## src/rtl/hand_disp_scheduler.sv

```systemverilog
// Frame-synchronous hand-position scheduler: buffers one tracker sample, scales it on vsync fall, commits atomically.
// Optional build macro HAND_STALE_TIMEOUT_EN adds a stale-frame timeout on hands_valid.
module hand_disp_scheduler #(
  parameter int MIN_Z_DEAD_ZONE = 800,
  parameter int MAX_Z_DEAD_ZONE = 1050,
  parameter int STALE_FRAMES    = 32
) (
  input  logic        vclock,
  input  logic        reset,
  input  logic        vsync,
  input  logic        s_valid,
  output logic        s_ready,
  input  logic [15:0] x1,
  input  logic [15:0] y1,
  input  logic [15:0] z1,
  input  logic [15:0] x2,
  input  logic [15:0] y2,
  input  logic [15:0] z2,
  output logic [15:0] x1_disp,
  output logic [15:0] y1_disp,
  output logic [15:0] x2_disp,
  output logic [15:0] y2_disp,
  output logic [1:0]  left_zone,
  output logic [1:0]  right_zone,
  output logic        frame_done,
  output logic        busy,
  output logic        hands_valid
);

  typedef enum logic [1:0] {IDLE, SCALE, COMMIT} state_t;

  localparam logic [15:0] MIN_Z = 16'(MIN_Z_DEAD_ZONE);
  localparam logic [15:0] MAX_Z = 16'(MAX_Z_DEAD_ZONE);

  state_t      state_q, state_d;
  logic [1:0]  idx_q;
  logic        pending_q;
  logic        vsync_d_q;
  logic        committed_q;
  logic [15:0] shadow_q [6];   // x1, y1, x2, y2, z1, z2
  logic [15:0] stage_q  [4];
  logic [15:0] disp_q   [4];
  logic [1:0]  lzone_q, rzone_q;
  logic        vsync_fall;
  logic        accept;
  logic [15:0] scale_out;

  function automatic logic [1:0] zone_of(input logic [15:0] z);
    if (z < MIN_Z)       return 2'd0;
    else if (z >= MAX_Z) return 2'd2;
    else                 return 2'd1;
  endfunction

  assign s_ready    = !pending_q;
  assign accept     = s_valid && s_ready;
  assign vsync_fall = vsync_d_q && !vsync;
  // Single shared scaler; the product is kept in 16-bit context so it truncates naturally.
  assign scale_out  = (shadow_q[idx_q] >> 1) * 16'd3;

  // State register and control/output registers.
  always_ff @(posedge vclock) begin
    if (reset) begin
      state_q     <= IDLE;
      idx_q       <= 2'd0;
      pending_q   <= 1'b0;
      vsync_d_q   <= 1'b1;
      committed_q <= 1'b0;
      lzone_q     <= 2'd0;
      rzone_q     <= 2'd0;
      for (int i = 0; i < 4; i++) disp_q[i] <= '0;
    end else begin
      state_q   <= state_d;
      vsync_d_q <= vsync;
      idx_q     <= (state_q == SCALE) ? idx_q + 2'd1 : 2'd0;
      if (state_q == COMMIT) begin
        pending_q   <= 1'b0;
        committed_q <= 1'b1;
        lzone_q     <= zone_of(shadow_q[4]);
        rzone_q     <= zone_of(shadow_q[5]);
        for (int i = 0; i < 4; i++) disp_q[i] <= stage_q[i];
      end else if (accept) begin
        pending_q <= 1'b1;
      end
    end
  end

  // NOTE: shadow and staging are always qualified by pending/state, so they carry no reset.
  always_ff @(posedge vclock) begin
    if (accept) begin
      shadow_q[0] <= x1;
      shadow_q[1] <= y1;
      shadow_q[2] <= x2;
      shadow_q[3] <= y2;
      shadow_q[4] <= z1;
      shadow_q[5] <= z2;
    end
    if (state_q == SCALE) stage_q[idx_q] <= scale_out;
  end

  // Next-state logic.
  always_comb begin
    // NOTE: default first so every path assigns state_d and no latch is inferred.
    state_d = state_q;
    case (state_q)
      IDLE:    if (vsync_fall && pending_q) state_d = SCALE;
      SCALE:   if (idx_q == 2'd3)           state_d = COMMIT;
      COMMIT:                               state_d = IDLE;
      default:                              state_d = IDLE;
    endcase
  end

  // Output decode.
  always_comb begin
    frame_done = 1'b0;
    busy       = 1'b0;
    case (state_q)
      SCALE:   busy = 1'b1;
      COMMIT:  begin busy = 1'b1; frame_done = 1'b1; end
      default: ;
    endcase
  end

`ifdef HAND_STALE_TIMEOUT_EN
  localparam int SW = $clog2(STALE_FRAMES + 1);
  localparam logic [SW-1:0] STALE_MAX = SW'(STALE_FRAMES);
  logic [SW-1:0] stale_q;

  // Counts frames that arrived with nothing new to show; saturates at the limit.
  always_ff @(posedge vclock) begin
    if (reset)                                            stale_q <= '0;
    else if (state_q == COMMIT)                           stale_q <= '0;
    else if (vsync_fall && !pending_q && stale_q != STALE_MAX) stale_q <= stale_q + SW'(1);
  end

  assign hands_valid = committed_q && (stale_q < STALE_MAX);
`else
  assign hands_valid = committed_q;
`endif

  assign x1_disp    = disp_q[0];
  assign y1_disp    = disp_q[1];
  assign x2_disp    = disp_q[2];
  assign y2_disp    = disp_q[3];
  assign left_zone  = lzone_q;
  assign right_zone = rzone_q;

endmodule

```

## config.mk

```make
export PLATFORM = sky130hd
export DESIGN_NAME = hand_disp_scheduler
export DESIGN_NICKNAME = d
export VERILOG_FILES = /design/src/rtl/hand_disp_scheduler.sv
export SDC_FILE = /design/constraint.sdc
export NUM_CORES = 1
export LEC_CHECK = 0
export BUFFER_PORTS_ARGS = -buffer_cell sky130_fd_sc_hd__buf_2
export CAP_MARGIN = 15
export CORE_ASPECT_RATIO = 0.75
export CORE_MARGIN = 3
export CORE_UTILIZATION = 25
export CTS_BUF_LIST = sky130_fd_sc_hd__clkbuf_4
export DETAILED_ROUTE_END_ITERATION = 12
export GPL_ROUTABILITY_DRIVEN = 0
export HOLD_SLACK_MARGIN = 0.03
export PLACE_DENSITY_LB_ADDON = 0.2
export SYNTH_ARGS = -nofsm -noshare
export SYNTH_HDL_FRONTEND = slang
export SYNTH_SLANG_ARGS = --single-unit
```

## constraint.sdc

```tcl
create_clock -name vclock -period 10.8 [get_ports vclock]
set_input_delay 1.08 -clock vclock [delete_from_list [all_inputs] [get_ports vclock]]
set_output_delay 1.08 -clock vclock [all_outputs]
set_load 0.03 [all_outputs]
```

==> results_dict.tcl, run 1 <==
set metrics [dict create \
    timing.setup.tns_ns 0 \
    clkLatencyLatePin_ns 0.73 \
    cts_buffer_depth 3 \
    fp.coreArea_mm2 0.0337 \
    register_area_mm2 0.00677 \
    top_layer "met4" \
    viasPerCell 4.02 \
    final_antenna_net_count 0 \
    timing.critical_path.required_ns 11.23 \
    routed_wirelength_mm 18.7 \
    rsz0062_at_grt "no" \
    skew_ns 0.0784 \
    cts_root_buf "clkbuf_4" \
    total_of_warnings_raised_by_yosys 0 \
    routed-via-count 4794 \
    grt_first_pass_wirelength_mm 28.4 \
    maximum_number_of_pins_on_one_net_before_global_route_repair 66 \
    synth_nets 599 \
    dpl.hpwl_mm 12.8 \
    share_of_the_yosys_chip_area_belonging_to_registers 0.784 \
    asyncSetResetFlopFracSynth 0 \
    floorplan.initialDensity 0.256 \
    pin_count 172 \
    layout.nets 819 \
    numCtsBuffers 61 \
    tightestPinTransition_ns 0.980 \
    slew_headroom 0.347 \
    cts_tree "built" \
    time_the_worst_path_needs_with_i_o_delays_and_setup_ns 3.59 \
    post_cts_resized 0 \
    min_hold_slack_ns 0.484 \
    drtPass1Iterations 4 \
    post-route-worst-setup-slack_ns 7.21 \
    reg2reg_slack_ns 7.21 \
    detailedPlace.worstSlack_ns 7.16 \
    yosysUniqueCellTypes 41 \
    drc_violation_total_after_the_first_tritonroute_iteration 179 \
    synth_enable_flop_cells 218 \
    grt.overflow.total 0 \
    wl_met1_mm 8.52 \
    die_height_um 167 \
    synth_top_flop_cell "edfxtp_1" \
    detailroute.wirelength.met3_mm 1.33 \
    width_of_the_die_um 220 \
    hold_path.class "reg -> reg" \
    setup.worst_path.end_class "flip-flop" \
    floorplan.rows 58 \
    remaining_drc_errors 0 \
    worst_ir_drop_vdd_uv 72.5 \
    crit_fanout 13 \
    port_buffers 165 \
    antenna_violations_before_repair 1 \
    achievable-frequency_ghz 0.278 \
    ctsHoldBuffers 0 \
    cts.sink_count 229 \
    die_area_mm2 0.0368 \
    finalHoldViolations 0 \
    report.final.slew_viol_count 0 \
    max_cap_viol_count 0 \
    syn-instance-count 477 \
    outcome "completed" \
    multiInputGateArea_mm2 0.00176 \
    ws_path_type "reg -> reg" \
    timing.critical_path.from_type "flip-flop" \
    layout-area-overhead-vs-synth_pct 24.8 \
    p_leak_nw 4.07 \
    syn_std_cell_area_mm2 0.00863 \
    cts_post_setup_buffers_inserted 0 \
    setup_viol_count_final 0 \
    power-per-cell-area_mw_per_mm2 186 \
    final_core_util 0.319 \
    cts.clk_slew.worst_paths_ns 0.07 \
    routed-wl-met2_mm 8.39 \
    layout_fillers 3364 \
    htreeDepth 2 \
    post_route_cells_drive_above_1_share 0.385 \
    cp.arrival_ns 4.02 \
    synth-seq-cells 229 \
    avgRoutedWirePerCell_um 15.7 \
    via_count_of_the_first_global_routing_pass 5155 \
    all_layer_global_routing_usage 0.102 \
    post_synth.cell_area_avg_um2 18.1 \
    layout_worst_path_cycle_share 0.333 \
]
==> stage by stage <==
stage / std cells / total power (W) / area, um2
after floorplan: 477 / 0.00123 / 8630
after global placement: 1083 / 0.00131 / 10000
after detailed placement: 1083 / 0.00132 / 10000
after CTS: 1191 / 0.00205 / 10700
after global routing: 1193 / 0.00213 / 10800
final: 1194 / 0.00200 / 10800
==> power breakdown <==
part	internal, W	switching [W]	total (W)
clock	0.000364	0.000349	0.000713
combinational	0.0000772	0.000151	0.000229
sequential	0.00105	0.0000118	0.00106
==> flip-flops by register name (all words and copies together), names as in the netlist <==
register	count
state_q	2
hands_valid	1
disp_q	64
right_zone	2
vsync_d_q	1
stage_q	64
pending_q	1
idx_q	2
shadow_q	90
left_zone	2
==> cell usage after synthesis (5+ instances only) <==
library cell | instances | share of area
nor2_1 | 19 | 0.0083
inv_1 | 14 | 0.0061
edfxtp_1 | 218 | 0.76
dfxtp_1 | 11 | 0.026
a211oi_1 | 5 | 0.0044
and2_1 | 68 | 0.049
clkbuf_1 | 8 | 0.0035
mux4_2 | 15 | 0.039
xnor2_1 | 7 | 0.0071
nand2_1 | 10 | 0.0044
a21oi_1 | 19 | 0.011
nor3_1 | 5 | 0.0029
ha_1 | 21 | 0.030
==> area by class of cell <==
cell class                 instances  area share
antenna                            2    0.000465
clock buffer                      85      0.0593
clock inverter                    23     0.00942
inverter                          14     0.00488
multi-input combinational        221       0.164
sequential                       229       0.629
tap                              450      0.0523
timing repair buffer             170      0.0814
==> layer usage <==
metal | track usage | vias to the layer above
li1 | - | 2300
met1 | 0.133 | 2297
met2 | 0.155 | 159
met3 | 0.0337 | 38
met4 | 0.0445 | 0
met5 | 0 | -
==> path summary, 6_finish.rpt <==
check | from | endpoint | cells after the start
max reg2reg | idx_q[0]$_SDFF_PP0_ | stage_q[0][12]$_DFFE_PP_ | 8
min reg2reg | left_zone[1]$_SDFFE_PP0P_ | left_zone[1]$_SDFFE_PP0P_ | 2
max | idx_q[0]$_SDFF_PP0_ | stage_q[0][12]$_DFFE_PP_ | 8
min | left_zone[1]$_SDFFE_PP0P_ | left_zone[1]$_SDFFE_PP0P_ | 2
==> cell families (layout without fill, tap and decap cells) <==
family / after synthesis / after routing / synth area share
compound gates: 48 / 48 / 0.0374
xor+xnor: 11 / 11 / 0.0112
fa+ha+maj: 22 / 22 / 0.0328
buf+inv: 27 / 292 / 0.0132
flops: 229 / 229 / 0.784
mux: 15 / 15 / 0.0392
other cells: 0 / 2 / 0
simple gates: 125 / 125 / 0.0818
==> critical path: stages (launching register included) <==
cell and delay (ns):
dfxtp_1 0.59, buf_4 0.37, mux4_2 0.63, ha_1 0.41, a211oi_1 0.43, o31ai_2 0.13
a211oi_1 0.25, o21bai_1 0.11, xor2_1 0.35
==> placed cells by master, fill, tap and decap left out, drive strengths merged, types with 4 or more instances in the layout <==
cell type / netlist / routed
nand3: 4 / 4
dfxtp: 11 / 11
xor2: 4 / 4
clkbuf: 8 / 85
and2: 68 / 68
or3: 4 / 4
nand2: 10 / 10
nor3: 5 / 5
a21oi: 22 / 22
inv: 14 / 15
nand4: 4 / 4
ha: 21 / 21
xnor2: 7 / 7
mux4: 15 / 15
buf: 5 / 170
edfxtp: 218 / 218
clkinv: 0 / 21
o21ai: 6 / 6
nor2: 19 / 19
a211oi: 5 / 5
Note: power is estimated with default switching activity, not from simulation.
==> inputs of run 2 (changes only) <==
==> constraint.sdc (replaced) <==
create_clock -name vclock -period 3.3 [get_ports vclock]
set_input_delay 0.33 -clock vclock [delete_from_list [all_inputs] [get_ports vclock]]
set_output_delay 0.33 -clock vclock [all_outputs]
set_load 0.03 [all_outputs]
==> results_dict.tcl, run 2 (synthesis gave the netlist of run 1 again) <==
set metrics [dict create \
    outcome "completed" \
    timing.critical_path.from_type "flip-flop" \
    antenna_violations_before_repair 1 \
    layout-area-overhead-vs-synth_pct 35.8 \
    layout_commonest_cell "edfxtp_1" \
    flip_flop_count_of_the_largest_register_after_layout 90 \
    avgRoutedWirePerCell_um 14.9 \
    min_hold_slack_ns 0.358 \
    floorplan.rows 58 \
    final_cell_count_no_fill 1288 \
    largest_register "shadow_q" \
    top_flop_regs "shadow_q: 90 flops, disp_q: 64 flops, stage_q: 64 flops" \
    power-per-cell-area_mw_per_mm2 559 \
    grt_first_pass_wirelength_mm 29.7 \
    achievable-frequency_ghz 0.327 \
    clkLatencyLatePin_ns 0.67 \
    layout.nets 913 \
    die_height_um 167 \
    all_layer_global_routing_usage 0.105 \
    drc_violation_total_after_the_first_tritonroute_iteration 255 \
    maximum_number_of_pins_on_one_net_before_global_route_repair 76 \
    hold_path.class "in -> reg" \
    pin_count 172 \
    ws_path_type "reg -> reg" \
    post_route_cells_drive_above_1_share 0.343 \
    timing.critical_path.required_ns 3.79 \
    die_area_mm2 0.0368 \
    report.final.slew_viol_count 0 \
    fp.coreArea_mm2 0.0337 \
    floorplan.initialDensity 0.256 \
    mostFrequentLayoutCells "edfxtp_1, buf_2, dlygate4sd3_1" \
    tightestPinTransition_ns 0.975 \
    routed-via-count 5117 \
    dpl.hpwl_mm 13.3 \
    setup.worst_path.end_class "flip-flop" \
    place_inst 1089 \
    cts.clk_slew.worst_paths_ns 0.06 \
    time_the_worst_path_needs_with_i_o_delays_and_setup_ns 3.06 \
    cp.arrival_ns 3.56 \
    via_count_of_the_first_global_routing_pass 5455 \
    cts_buffer_depth 3 \
    routed_wirelength_mm 19.2 \
    cts.sink_count 229 \
    port_buffers 165 \
    viasPerCell 3.97 \
    cts_root_buf "clkbuf_4" \
    crit_fanout 17 \
    slew_headroom 0.350 \
    cts_tree "built" \
    final_antenna_net_count 0 \
    drtPass1Iterations 6 \
    max_cap_viol_count 0 \
    width_of_the_die_um 220 \
    grt.overflow.total 0 \
    htreeDepth 2 \
    skew_ns 0.0451 \
    setup_viol_count_final 0 \
    rsz0062_at_grt "no" \
    timing.setup.tns_ns 0 \
    numCtsBuffers 57 \
    finalHoldViolations 0 \
    p_leak_nw 4.47 \
    worst_ir_drop_vdd_uv 228 \
    layout_worst_path_cycle_share 0.928 \
    cts_post_setup_buffers_inserted 0 \
    remaining_drc_errors 0 \
]
==> run 2: cell count changes in the layout (fill, tap and decap cells not counted), sizes merged <==
| cell | previous run | this run |
|---|---|---|
| clkbuf | 85 | 79 |
| buf | 170 | 175 |
| dlygate4sd3 | 0 | 93 |
| clkinv | 21 | 24 |
| diode | 2 | 1 |
==> run 2: what timing repair did <==
item | in CTS | in global routing
hold buffers | 93 | 0
endpoints found under the hold margin | 101 | 0
resized for setup | 0 | 1
endpoints found under the setup margin | 0 | 4
==> run 2: per-layer routing <==
metal / global-route usage / vias up / routed length (um)
li1: - / 2490 / -
met1: 0.140 / 2424 / 8840
met2: 0.159 / 169 / 8590
met3: 0.0334 / 34 / 1330
met4: 0.0428 / 0 / 437
met5: 0 / - / 0
==> run 2: layout make-up <==
type                       count  area [um2]
timing repair buffer         268        1860
clock buffer                  79         593
sequential                   229        6770
fill                        3323       22000
inverter                      14        52.6
clock inverter                26         114
multi-input combinational    221        1770
tap                          450         563
antenna                        1        2.50
==> run 2: path summary, 6_finish.rpt <==
| kind | from | endpoint | slack [ns] | depth (start not counted) |
|---|---|---|---|---|
| hold reg to reg | hands_valid$_SDFFE_PP0P_ | hands_valid$_SDFFE_PP0P_ | 0.49 | 2 |
| setup reg to reg | idx_q[0]$_SDFF_PP0_ | stage_q[3][13]$_DFFE_PP_ | 0.24 | 8 |
| hold / removal | z1[3] | shadow_q[4][3]$_DFFE_PP_ | 0.36 | 2 |
| setup / recovery | idx_q[0]$_SDFF_PP0_ | stage_q[3][13]$_DFFE_PP_ | 0.24 | 8 |
==> run 2: through the flow <==
step	power (W)	worst slack [ns]	utilization	instance area [um2]
floorplan	0.00403	0.183	-	8630
global placement	0.00429	0.283	0.298	10100
detailed placement	0.00432	0.249	0.298	10100
CTS	0.00669	0.236	0.347	11700
global route	0.00694	0.0440	0.347	11700
finish	0.00655	0.239	0.347	11700
==> run 2: power breakdown <==
group	switching [W]	internal [W]
registers	0.0000379	0.00344
clock network	0.00110	0.00112
logic	0.000519	0.000335
==> run 2: worst max-delay path: stages (launching register included) <==
cell and delay, ns:
dfxtp_1 0.45, buf_12 0.22, mux4_2 0.57, ha_1 0.42
a21oi_1 0.21, o21ai_0 0.14, o21ai_0 0.37, o311a_1 0.24
o41a_1 0.24
==> inputs of run 3 (changes only) <==
==> constraint.sdc (replaced) <==
create_clock -name vclock -period 2.99 [get_ports vclock]
set_input_delay 0.299 -clock vclock [delete_from_list [all_inputs] [get_ports vclock]]
set_output_delay 0.299 -clock vclock [all_outputs]
set_load 0.03 [all_outputs]
==> results_dict.tcl, run 3 (synthesis gave the netlist of run 1 again) <==
set metrics [dict create \
    cts.clk_slew.worst_paths_ns 0.07 \
    cp_common_cell "buf_4" \
    worst_hold_startpoint "z2[5]" \
    remaining_drc_errors 0 \
    htreeDepth 2 \
    avgRoutedWirePerCell_um 15.1 \
    timing.critical_path.required_ns 3.40 \
    largest_register "shadow_q" \
    fp.coreArea_mm2 0.0337 \
    routed-via-count 5165 \
    cp.arrival_ns 3.24 \
    layout-area-overhead-vs-synth_pct 36.9 \
    routed-wl-met2_mm 8.83 \
    timing.setup.tns_ns 0 \
    timing.critical_path.from_type "flip-flop" \
    setup.worst_path.end_class "flip-flop" \
    max_cap_viol_count 0 \
    crit_fanout 5 \
    ws_path_type "reg -> reg" \
    report.final.slew_viol_count 0 \
    drtPass1Iterations 4 \
    worst_ir_drop_vdd_uv 250 \
    layout_fillers 3267 \
    layout.nets 926 \
    cts.sink_count 229 \
    cts_root_buf "clkbuf_4" \
    detailroute.wirelength.met3_mm 1.30 \
    rr_startpoint "idx_q[0]$_SDFF_PP0_" \
    flip_flop_count_of_the_largest_register_after_layout 90 \
    width_of_the_die_um 220 \
    tightestPinTransition_ns 0.943 \
    floorplan.initialDensity 0.256 \
    post_route_cells_drive_above_1_share 0.359 \
    p_leak_nw 4.52 \
    slew_headroom 0.371 \
    mostFrequentLayoutCells "edfxtp_1, buf_2, dlygate4sd3_1" \
    wl_met1_mm 8.91 \
    reg2reg_slack_ns 0.16 \
    finalHoldViolations 0 \
    time_the_worst_path_needs_with_i_o_delays_and_setup_ns 2.83 \
    grt.overflow.total 0 \
    floorplan.rows 58 \
    dpl.hpwl_mm 13.5 \
    via_count_of_the_first_global_routing_pass 5514 \
    achievable-frequency_ghz 0.353 \
    drc_violation_total_after_the_first_tritonroute_iteration 213 \
    power-per-cell-area_mw_per_mm2 618 \
    final_standard_cell_area_without_fillers_mm2 0.0118 \
    postPlaceCellArea_mm2 0.0102 \
    pin_count 172 \
    cpLargestDelayFamily "adder cells" \
    routed_wirelength_mm 19.5 \
    clkLatencyLatePin_ns 0.69 \
    setup_viol_count_final 0 \
    worst_hold_path.endpoint "shadow_q[5][5]$_DFFE_PP_" \
    critPathSlowestCell "fa_1" \
    maximum_number_of_pins_on_one_net_before_global_route_repair 66 \
    die_height_um 167 \
    cts_buffer_depth 3 \
    top_layer "met4" \
    layout_worst_path_cycle_share 0.948 \
    cts_tree "built" \
    ff2ff_path_depth 11 \
    numCtsBuffers 56 \
    hold_path.class "in -> reg" \
    top_flop_regs "shadow_q: 90 flops, disp_q: 64 flops, stage_q: 64 flops" \
    hold_depth 2 \
    grt_first_pass_wirelength_mm 30.0 \
    die_area_mm2 0.0368 \
    port_buffers 165 \
    cp_cell_sequence "buf_4 > mux4_2 > ha_1 > inv_1 > fa_1 > nand2b_1 > a211oi_1 > nor2_1 > o21ai_1 > xor2_1 > buf_4" \
    outcome "completed" \
    bufs_and_invs_on_worst_path 3 \
    maximum_single_stage_delay_on_the_critical_path_ns 0.39 \
    skew_ns 0.0592 \
    all_layer_global_routing_usage 0.106 \
    final_antenna_net_count 0 \
    viasPerCell 4.01 \
    layout_commonest_cell "edfxtp_1" \
    antenna_violations_before_repair 1 \
    rsz0062_at_grt "no" \
    worst_r2r_endpoint "stage_q[2][11]$_DFFE_PP_" \
]
==> run 3: changes by cell type in the layout (fill, tap and decap cells not counted), sizes merged <==
cell	delta
dlygate4sd3	+1
inv	-1
clkinv	-11
bufinv	+1
buf	+13
clkbuf	-2
==> run 3: stage by stage <==
stage	power (W)	cells	hold WS, ns	setup WS, ns	utilization
5_1_grt	0.00771	1289	0.226	0.0142	0.350
2_1_floorplan	0.00444	477	0.398	0.0552	-
6_report	0.00730	1289	0.319	0.157	0.350
3_3_place_gp	0.00480	1102	0.459	0.134	0.302
4_1_cts	0.00744	1288	0.213	0.0757	0.350
3_5_place_dp	0.00483	1102	0.465	0.0839	0.302
==> run 3: metal layers <==
metal / vias to the layer above / GRT usage
li1: 2499 / -
met1: 2462 / 0.142
met2: 171 / 0.162
met3: 33 / 0.0306
met4: 0 / 0.0439
met5: - / 0
==> run 3: area by class of cell <==
cell class	instances	area [um2]	area share
Clock inverter	15	97.6	0.00826
Sequential cell	229	6770	0.573
Tap cell	450	563	0.0477
Timing Repair Buffer	282	1980	0.167
Multi-Input combinational cell	221	1770	0.150
Clock buffer	77	578	0.0489
Inverter	14	52.6	0.00445
Antenna cell	1	2.50	0.000212
==> run 3: where the power goes <==
part | internal (W) | switching [W]
clock network | 0.00127 | 0.00118
registers | 0.00379 | 0.0000421
logic | 0.000421 | 0.000586
total | 0.00549 | 0.00181
==> run 3: what timing repair did <==
action	4_1_cts	5_1_grt
endpoints found under the setup margin	0	13
resized for setup	0	5
endpoints found under the hold margin	101	0
buffers inserted	0	0
hold buffers	94	0
==> run 3: worst max-delay path by stage <==
stage	from	endpoint	slack, ns	cells past startpoint
3_3_place_gp	idx_q[0]$_SDFF_PP0_	stage_q[3][13]$_DFFE_PP_	0.13	8
6_report	idx_q[0]$_SDFF_PP0_	stage_q[2][11]$_DFFE_PP_	0.16	11
4_1_cts	idx_q[0]$_SDFF_PP0_	stage_q[0][13]$_DFFE_PP_	0.08	8
5_1_grt	idx_q[0]$_SDFF_PP0_	stage_q[0][10]$_DFFE_PP_	0.01	8
2_1_floorplan	idx_q[0]$_SDFF_PP0_	stage_q[0][12]$_DFFE_PP_	0.06	10
3_5_place_dp	idx_q[0]$_SDFF_PP0_	stage_q[2][13]$_DFFE_PP_	0.08	8
